<file path="src/rtl/pc_sequencer.sv">
// Program counter sequencer: owns the PC, picks the next PC on each committed fetch, and handles halt.
// Optional exception entry/return (exc_req, eret, epc, EXC_VEC) is compiled in when PC_EXC_EN is defined.
module pc_sequencer #(
  parameter logic [31:0] RESET_VEC = 32'h0000_0000
`ifdef PC_EXC_EN
  ,
  parameter logic [31:0] EXC_VEC   = 32'h0000_0180
`endif
) (
  input  logic        clk,
  input  logic        rst,
  output logic        if_req,
  input  logic        if_ack,
  input  logic        stall,
  input  logic        halt,
  input  logic        br_taken,
  input  logic [31:0] br_offset,
  input  logic        jmp,
  input  logic [25:0] jmp_target,
  input  logic        jr,
  input  logic [31:0] jr_addr,
  output logic [31:0] pc,
  output logic [31:0] pc_plus4,
`ifdef PC_EXC_EN
  input  logic        exc_req,
  input  logic        eret,
  output logic [31:0] epc,
`endif
  output logic        halted,
  output logic [1:0]  fsm_state
);

  // Handshake: if_req is the fetch valid, if_ack the imem ready. A fetch commits
  // on a cycle where if_req & if_ack & ~stall; only then does the PC advance and
  // only then are the redirect inputs looked at.
  typedef enum logic [1:0] {
    S_BOOT  = 2'd0,
    S_FETCH = 2'd1,
    S_HALT  = 2'd2
  } state_t;

  state_t      state_q, state_d;
  logic [31:0] pc_q, pc_d;
  logic        commit;
  logic [31:0] br_target;
  logic [31:0] jmp_dest;
  logic [31:0] jr_dest;

`ifdef PC_EXC_EN
  logic [31:0] epc_q, epc_d;
  logic        jr_misaligned;
  assign jr_misaligned = jr & (jr_addr[1:0] != 2'b00);
  assign epc           = epc_q;
`else
  // Alignment bits are dropped without a trap in this build.
  logic [3:0] unused_bits;
  assign unused_bits = {jr_addr[1:0], br_offset[31:30]};
`endif

  assign pc        = pc_q;
  assign pc_plus4  = pc_q + 32'd4;
  assign br_target = pc_plus4 + {br_offset[29:0], 2'b00};
  assign jmp_dest  = {pc_plus4[31:28], jmp_target, 2'b00};
  assign jr_dest   = {jr_addr[31:2], 2'b00};
  assign commit    = (state_q == S_FETCH) & if_ack & ~stall;
  assign fsm_state = state_q;

  always_comb begin
    state_d = state_q;
    pc_d    = pc_q;
`ifdef PC_EXC_EN
    epc_d   = epc_q;
`endif
    if_req  = 1'b0;
    halted  = 1'b0;
    case (state_q)
      S_BOOT: state_d = S_FETCH;
      S_FETCH: begin
        if_req = 1'b1;
        if (commit) begin
          if (halt) begin
            state_d = S_HALT;
`ifdef PC_EXC_EN
          end else if (exc_req | jr_misaligned) begin
            epc_d = pc_q;
            pc_d  = EXC_VEC;
          end else if (eret) begin
            pc_d = epc_q;
`endif
          end else if (jr) begin
            pc_d = jr_dest;
          end else if (jmp) begin
            pc_d = jmp_dest;
          end else if (br_taken) begin
            pc_d = br_target;
          end else begin
            pc_d = pc_plus4;
          end
        end
      end
      S_HALT: halted = 1'b1;
      default: state_d = S_BOOT;
    endcase
  end

  always_ff @(posedge clk) begin
    if (rst) begin
      state_q <= S_BOOT;
      pc_q    <= RESET_VEC;
`ifdef PC_EXC_EN
      epc_q   <= 32'h0;
`endif
    end else begin
      state_q <= state_d;
      pc_q    <= pc_d;
`ifdef PC_EXC_EN
      epc_q   <= epc_d;
`endif
    end
  end

endmodule

</file>
<file path="config.mk">
export PLATFORM = sky130hd
export DESIGN_NAME = pc_sequencer
export DESIGN_NICKNAME = d
export VERILOG_FILES = /design/src/rtl/pc_sequencer.sv
export SDC_FILE = /design/constraint.sdc
export NUM_CORES = 1
export LEC_CHECK = 0
export CORE_AREA = 8 8 92 136
export CTS_BUF_LIST = sky130_fd_sc_hd__clkbuf_8
export DETAILED_ROUTE_END_ITERATION = 8
export DIE_AREA = 0 0 100 144
export DONT_BUFFER_PORTS = 1
export HOLD_SLACK_MARGIN = 0.15
export PLACE_DENSITY = 0.58
export RECOVER_POWER = 100
export SETUP_SLACK_MARGIN = 0.3
export SLEW_MARGIN = 20
export SYNTH_ARGS = -nofsm -noshare
export SYNTH_HDL_FRONTEND = slang
export SYNTH_SLANG_ARGS = --single-unit
</file>
<file path="constraint.sdc">
create_clock -name clk -period 3.8 [get_ports clk]
set_input_delay 1.14 -clock clk [delete_from_list [all_inputs] [get_ports clk]]
set_output_delay 1.14 -clock clk [all_outputs]
set_load 0.02 [all_outputs]
</file>
# Yosys cells after proc, flatten, opt, wreduce, memory -nomap -nowiden
# Index checks and enable logic that the tools add are counted.
# word_totals
mem_bits_ro	0
n_memories	0
latchBits	0
ram_bits	0
inputBits	98
regBits	34
# classes
bitwise_logic	5
reduce_logical	3
mux	8
n_shift	0
mul	0
n_addsub	2
div_mod_pow	0
n_eq_ne	4
n_lt_le_gt_ge	0
# op_table
cell	count
$mux 32	3
$add 32x3->32 const B	1
$add 32x32->32	1
$pmux 2 s3	1
$reduce_and 3->1	2
$mux 2	2
$ne 2x2->1 const B	2
$not 1->1	3
$and 1x1->1	2
$eq 2x1->1 const B	1
$eq 2x2->1 const B	1
$logic_not 2->1	1
$mux 1	2

# Logic depth before layout (Yosys ltp)
# Gate-level depths: netlist of run 1.
# depth
ltp_word	5
depth_mapped	16
depth_no_buf	15

# Worst setup path before layout of run 1
# No wires, ideal clock.
# synth_path
path_kind	reg-to-reg
startpoint	register pc_q[8] (netlist: pc[8])
endpoint	register pc_q[28] (netlist: pc[28])
t_arrival_ps	3894
stages_incl_launch_ff	16
n_path_buf	1
setup_slack_ps	-216
t_required_ps	3678
cell_sequence	dfxtp_1 -> nand4_2 -> or3_1 -> buf_2 -> nor2_1 -> xor2_1 -> ha_1 -> and4_1 -> o211ai_1 -> o211ai_1 -> a31oi_1 -> o31ai_1 -> a211oi_1 -> nor3_1 -> nor2_1 -> a311o_1
# synth_via
elab_chain_cells	5
# synth_rtl
element	line	source
start, declared	43	logic [31:0] pc_q, pc_d;
start signal, assigned	115	pc_q <= pc_d;
$add 32x3->32	61	assign pc_plus4 = pc_q + 32'd4;
net pc_plus4[13]	23	output logic [31:0] pc_plus4,
$add 32x32->32	62	assign br_target = pc_plus4 + {br_offset[29:0], 2'b00};
$mux 32	94	end else if (br_taken) begin
$mux 32	92	end else if (jmp) begin
$mux 32	90	end else if (jr) begin
# The timed path passes the listed nets, and every way through them passes these cells.
# A chain may end at the register's enable or synchronous reset.

# Worst setup path after layout of run 1
# layout_path
startpoint	register pc_q[2] (netlist: pc[2])
endpoint	register pc_q[29] (netlist: pc[29])
# layout_via
elab_chain_cells	5
# layout_rtl
element	line
$add 32x3->32 (*)	61
$add 32x32->32	62
$mux 32	94
$mux 32 (*)	92
$mux 32 (*)	90
# Every way passes the cells marked *; elsewhere a longest branch is shown, timed or not.

==> impl_summary.log, run 1 <==
INFO  metric initialDrtViolationCount = 210
INFO  metric number_of_i_o_port_buffers = 0
INFO  metric worstHoldPathType = reg -> reg
INFO  metric setup_slack = 205 ps
INFO  metric post_synth_inst_count = 580
INFO  metric synth-warning-count = 0
INFO  metric place.detailed.hpwl = 13,500 um
INFO  metric cts.htree.levels = 2
INFO  metric avgSynthCellArea = 7.08 um2
INFO  metric fp.dieW = 100 um
INFO  metric synth_cell_type_count = 62
INFO  metric arrival = 3780 ps
INFO  metric first_pass_grt_wire_length = 26,100 um
INFO  metric layout_min_cycle_time = 3600 ps
INFO  metric power_per_cell_area = 191 nW/um2
INFO  metric synth_seq_area_share = 15.6%
INFO  metric yosys_most_used_dff = dfxtp_1
INFO  metric cts_inserted_buffers = 5
INFO  metric post_synth_instance_area = 4100 um2
INFO  metric ir_worst_vdd = 0.113 mV
INFO  metric totalNegativeSetupSlack = 0 ps
INFO  metric hold_viol = 0
INFO  metric area_contributors_post_synth = dfxtp_1 (16%), ha_1 (11%), nor2_1 (5.7%)
INFO  metric drc = 0
INFO  metric critPathRequiredTime = 3990 ps
INFO  metric clock-root-buffer = clkbuf_8
INFO  metric floorplan.rows = 47
INFO  metric grtUsageTotal = 23.3%
INFO  metric grt_use_met3 = 7.23%
INFO  metric global_route.usage.met1 = 23.4%
INFO  metric tritoncts_clock_tree = built
INFO  metric unrepaired_setup_endpoints_after_global_routing = yes
INFO  metric synth_edf_count = 0
INFO  metric ant_nets = 0
INFO  metric asyncSetResetFlopFracSynth = 0%
INFO  metric num-nets-final = 793
INFO  metric floorplan.die.height = 144 um
INFO  metric postSynthRegisterBits = 32
INFO  metric vias_per_std_cell = 6.07
INFO  metric most_common_cell_after_layout_fill_and_taps_aside = buf_4
INFO  metric violations = max-capacitance violations, max-slew violations
INFO  metric most_frequent_cells_in_the_layout = buf_4 (55), nand2_1 (53), nor2_1 (49)
INFO  metric grt.overflow.total = 0
INFO  metric maximum_count_of_clock_buffers_along_a_single_path = 2
INFO  metric worst_setup_path_end_kind = register
INFO  metric worst-slew-pin-transition = 1700 ps
INFO  metric io-pin-count = 166
INFO  metric finalWirelength = 18,000 um
INFO  metric antenna_found_initial = 2
INFO  metric path_clk_slew = 80 ps
INFO  metric vias = 4,904
INFO  metric max_clock_freq = 278 MHz
INFO  metric netlist.top_cell.by_area = dfxtp_1
INFO  metric drive_gt1_share = 26.7%
INFO  metric clock-sinks = 32
INFO  metric finalSetupViolCount = 0
INFO  metric part_of_the_cycle_the_worst_path_needs = 94.6%
INFO  metric final_max_slew_viol_count = 32
INFO  metric place_congestion = 0.935
INFO  metric dp_worst_setup_slack = -68.6 ps
INFO  metric synth_largest_type_area_fraction = 15.6%
INFO  metric core_area = 10,700 um2
INFO  metric drtPass1Iterations = 6
INFO  metric hold_slack = 598 ps
INFO  metric grt_pass1_vias = 4,901
INFO  metric timing.critical_path.from_type = register
INFO  metric clock_latency = 300 ps
INFO  metric routed_wire_length_per_instance = 22.2 um
INFO  metric timing.max_cap.violations = 1
INFO  metric status = finished with violations
INFO  metric crit_path_max_fanout = 4
INFO  metric timing.clock.skew = 12.6 ps
INFO  metric floorplan.initialDensity = 38.3%
INFO  metric global_route.usage.met2 = 42.4%
INFO  metric areaGrowthSynthToFinish = 36.9%
INFO  metric pin_count_of_the_biggest_net_entering_global_routing = 41
INFO  metric globalRoute.busiestLayer = met2
INFO  metric relSlewSlack = -13.3%
INFO  metric critical_path_class = reg -> reg
INFO  metric p_leak = 2.26 nW
INFO  metric die_area = 14,400 um2
[metal layers]
layer	share of wire [%]	wire, um	up-vias
li1	-	-	2282
met1	34	6180	2334
met2	52	9430	237
met3	9.1	1630	51
met4	4.0	720	0
met5	0	0	-
[worst max-delay path: stages, from the launching register on]
cell and delay, ps:
dfxtp_1 420, ha_4 160, nand4_1 140, buf_4 180
or3_4 460, xnor2_4 190, ha_4 220, a21o_1 200
a21o_1 200, a221oi_4 350, nand2_2 130, a31oi_4 300
o21ai_2 90, nand4b_1 80, or3b_1 340
[where the power goes]
group	internal (W)	total [W]	switching (W)	leakage, nW
clock network	0.000192	0.000342	0.000149	0.0593
logic	0.000156	0.000375	0.000220	1.93
registers	0.000343	0.000357	0.0000144	0.268
total	0.000690	0.00107	0.000383	2.26
[cell usage after synthesis (4+ instances only)]
cell / number
ha_1: 36
a311oi_1: 4
a21oi_1: 46
buf_4: 4
o21ai_0: 27
xnor2_1: 22
nor2_1: 62
dfxtp_1: 32
o21bai_1: 7
nor3_1: 17
o31ai_1: 6
and3_1: 11
nand4_1: 9
nor2b_1: 8
xor2_1: 21
o211ai_1: 15
a21o_1: 10
o21a_1: 7
buf_1: 4
mux2i_1: 12
a211oi_1: 19
clkbuf_1: 25
o22ai_1: 16
nand3_1: 21
a31oi_1: 9
nand2_1: 56
or3_1: 5
inv_1: 19
[what timing repair did]
item | in CTS | in global routing
hold buffers | 0 | 0
gates resized for setup | 34 | 66
buffers inserted | 9 | 9
pin swaps | 14 | 43
endpoints found under the setup margin | 21 | 21
[through the flow]
| step | cell area, um2 | power [W] | instances | util [%] |
|---|---|---|---|---|
| after global placement | 5010 | 0.000692 | 780 | 46.8 |
| after detailed placement | 5010 | 0.000698 | 780 | 46.8 |
| final | 5620 | 0.00107 | 808 | 52.5 |
| after floorplan | 4340 | 0.000615 | 583 | - |
| after global routing | 5620 | 0.00113 | 808 | 52.5 |
| after CTS | 5350 | 0.00106 | 797 | 50.0 |
[flip-flops by register name, summed over array words and instances (netlist names)]
register	count
pc	30
fsm_state	2
[cell families (layout without fill, tap and decap cells)]
kind of cell,Yosys count,count (layout),share of synthesized area (%)
buffers and inverters,54,130,5.34
flip-flops,32,32,15.6
adder cells (fa/ha/maj),37,37,11.5
other,1,6,0.0914
XOR/XNOR,44,44,9.57
AND/OR/NAND/NOR,210,210,24.4
multiplexers,14,14,3.57
AO/OA/AOI/OAI,188,188,30.0
[final cells by class]
type | count | area [um2]
tap | 147 | 184
clock buffer | 5 | 68.8
timing repair buffer | 102 | 678
clock inverter | 3 | 38.8
fill | 1108 | 5080
multi-input combinational | 497 | 3900
antenna | 2 | 5.00
inverter | 20 | 75.1
sequential | 32 | 673
[path summary, 6_finish.rpt]
check / start / endpoint / slack, ps / depth (start not counted)
worst max-delay path: pc[2] / pc[29] / 200 / 14
worst min-delay path: fsm_state[1] / fsm_state[0] / 600 / 1
worst max register to register: pc[2] / pc[29] / 200 / 14
worst min register to register: fsm_state[1] / fsm_state[0] / 600 / 1
No activity file was read; power rests on OpenSTA's default activity.
==> run 2: changes to the inputs <==
Settings changed: ABC_CLOCK_PERIOD_IN_PS from default to 4100, CTS_BUF_LIST sky130_fd_sc_hd__clkbuf_8 to default, PLACE_DENSITY 0.58 to 0.56.
Clock period 3.8 ns to 4.1 ns, I/O delays scaled along.
==> impl_summary.log, run 2 (synthesis gave the netlist of run 1 again) <==
INFO  metric status = complete, no violations
INFO  metric design_area_final = 4860 um2
INFO  metric part_of_the_cycle_the_worst_path_needs = 91.3%
INFO  metric global_route.usage.met2 = 41.3%
INFO  metric grt_use_met3 = 6.55%
INFO  metric largest_register_ffs = 30
INFO  metric crit_path_max_fanout = 4
INFO  metric timing.critical_path.from_type = register
INFO  metric core_area = 10,700 um2
INFO  metric globalRoute.busiestLayer = met2
INFO  metric fp.dieW = 100 um
INFO  metric drive_gt1_share = 10.2%
INFO  metric post_dp_cell_area = 4740 um2
INFO  metric ant_nets = 0
INFO  metric floorplan.rows = 47
INFO  metric clock_latency = 280 ps
INFO  metric cts.htree.levels = 2
INFO  metric grt_pass1_vias = 4,784
INFO  metric vias = 4,664
INFO  metric io-pin-count = 166
INFO  metric final_max_slew_viol_count = 0
INFO  metric postCtsHoldBufs = 0
INFO  metric number_of_i_o_port_buffers = 0
INFO  metric arrival = 2510 ps
INFO  metric critPathRequiredTime = 2870 ps
INFO  metric design_power_total = 0.00106 W
INFO  metric floorplan.die.height = 144 um
INFO  metric floorplan.initialDensity = 38.3%
INFO  metric power_per_cell_area = 218 nW/um2
INFO  metric antenna_found_initial = 0
INFO  metric path_clk_slew = 60 ps
INFO  metric ir_worst_vdd = 0.131 mV
INFO  metric first_pass_grt_wire_length = 25,000 um
INFO  metric maximum_count_of_clock_buffers_along_a_single_path = 2
INFO  metric place.detailed.hpwl = 13,300 um
INFO  metric worst-slew-pin-transition = 1290 ps
INFO  metric most_common_cell_after_layout_fill_and_taps_aside = nor2_1
INFO  metric tritoncts_clock_tree = built
INFO  metric insertedDiodeCount = 0
INFO  metric layout_min_cycle_time = 3740 ps
INFO  metric pin_count_of_the_biggest_net_entering_global_routing = 41
INFO  metric clock-sinks = 32
INFO  metric drc = 0
INFO  metric worstHoldPathType = reg -> reg
INFO  metric finalSetupViolCount = 0
INFO  metric cts_inserted_buffers = 5
INFO  metric relSlewSlack = 14.1%
INFO  metric hold_slack = 563 ps
INFO  metric global_route.usage.met1 = 22.5%
INFO  metric unrepaired_setup_endpoints_after_global_routing = no
INFO  metric clock-root-buffer = clkbuf_16
INFO  metric max_clock_freq = 267 MHz
INFO  metric routed_wire_length_per_instance = 21.5 um
INFO  metric num-nets-final = 762
INFO  metric initialDrtViolationCount = 238
INFO  metric critical_path_class = reg -> out
INFO  metric grt.overflow.total = 0
INFO  metric place_congestion = 0.931
INFO  metric p_leak = 1.98 nW
INFO  metric drtPass1Iterations = 4
INFO  metric timing.max_cap.violations = 0
INFO  metric hold_viol = 0
INFO  metric most_frequent_cells_in_the_layout = nor2_1 (60), nand2_1 (56), clkbuf_1 (46)
INFO  metric timing.clock.skew = 6.24 ps
INFO  metric die_area = 14,400 um2
INFO  metric dp_worst_setup_slack = -6.19 ps
INFO  metric worst_setup_path_end_kind = primary output
INFO  metric final.fill_count = 1,185
INFO  metric setup_slack = 357 ps
INFO  metric areaGrowthSynthToFinish = 18.5%
INFO  metric grtUsageTotal = 22.3%
INFO  metric finalWirelength = 16,600 um
INFO  metric vias_per_std_cell = 6.02
INFO  metric totalNegativeSetupSlack = 0 ps
[run 2: changes by cell type in the layout (fill, tap and decap cells not counted), moves of 7 or more]
| cell | delta |
|---|---|
| dfxtp_1 | +11 |
| clkbuf_1 | +12 |
| buf_4 | -31 |
| ha_4 | -10 |
| ha_1 | +12 |
| nor2_1 | +11 |
| dfxtp_2 | -7 |
[run 2: timing repair]
action,CTS,global route
gates cloned,0,0
buffers inserted,1,0
endpoints found under the setup margin,4,14
endpoints found under the hold margin,0,0
resized for setup,9,26
pin swaps,2,6
[run 2: cell type report]
cell class / count / area, um2 / area share, %
multi-input cells: 497 / 3420 / 70.3
flip-flops and latches: 32 / 649 / 13.3
repair buffers: 71 / 372 / 7.64
well taps: 147 / 184 / 3.78
clock buffers: 6 / 129 / 2.65
inverters: 20 / 75.1 / 1.54
clock inverters: 2 / 35.0 / 0.720
[run 2: worst max-delay path: stages, from the launching register on]
cell      delay [ps]
dfxtp_4          360
ha_1             230
nand4_1          150
buf_4            190
or4_4            590
nor2_1           140
xor2_1           260
clkbuf_1         320
[run 2: power by group]
part           internal, W  switching [W]  leakage, nW
Sequential        0.000320      0.0000126        0.262
Clock             0.000286       0.000143       0.0808
Combinational     0.000115       0.000184         1.64
[run 2: worst paths after layout]
check / from / endpoint / slack (ps) / cells past startpoint
setup reg to reg: pc[2] / pc[26] / 390 / 15
setup / recovery: pc[2] / pc_plus4[24] / 360 / 7
hold / removal: pc[3] / pc[3] / 560 / 2
hold reg to reg: pc[3] / pc[3] / 560 / 2
[run 2: metal layers]
metal | wire length, um | vias to the layer above | share of wire, %
met2 | 8580 | 182 | 52
met5 | 0 | - | 0
met4 | 544 | 0 | 3.3
met1 | 6030 | 2217 | 36
met3 | 1480 | 32 | 8.9
li1 | - | 2233 | -
[run 2: through the flow]
step	instances	utilization, %
final	775	45.5
after global routing	775	45.5
after CTS	775	46.3
after detailed placement	766	44.3
after global placement	766	44.3
after floorplan	583	-
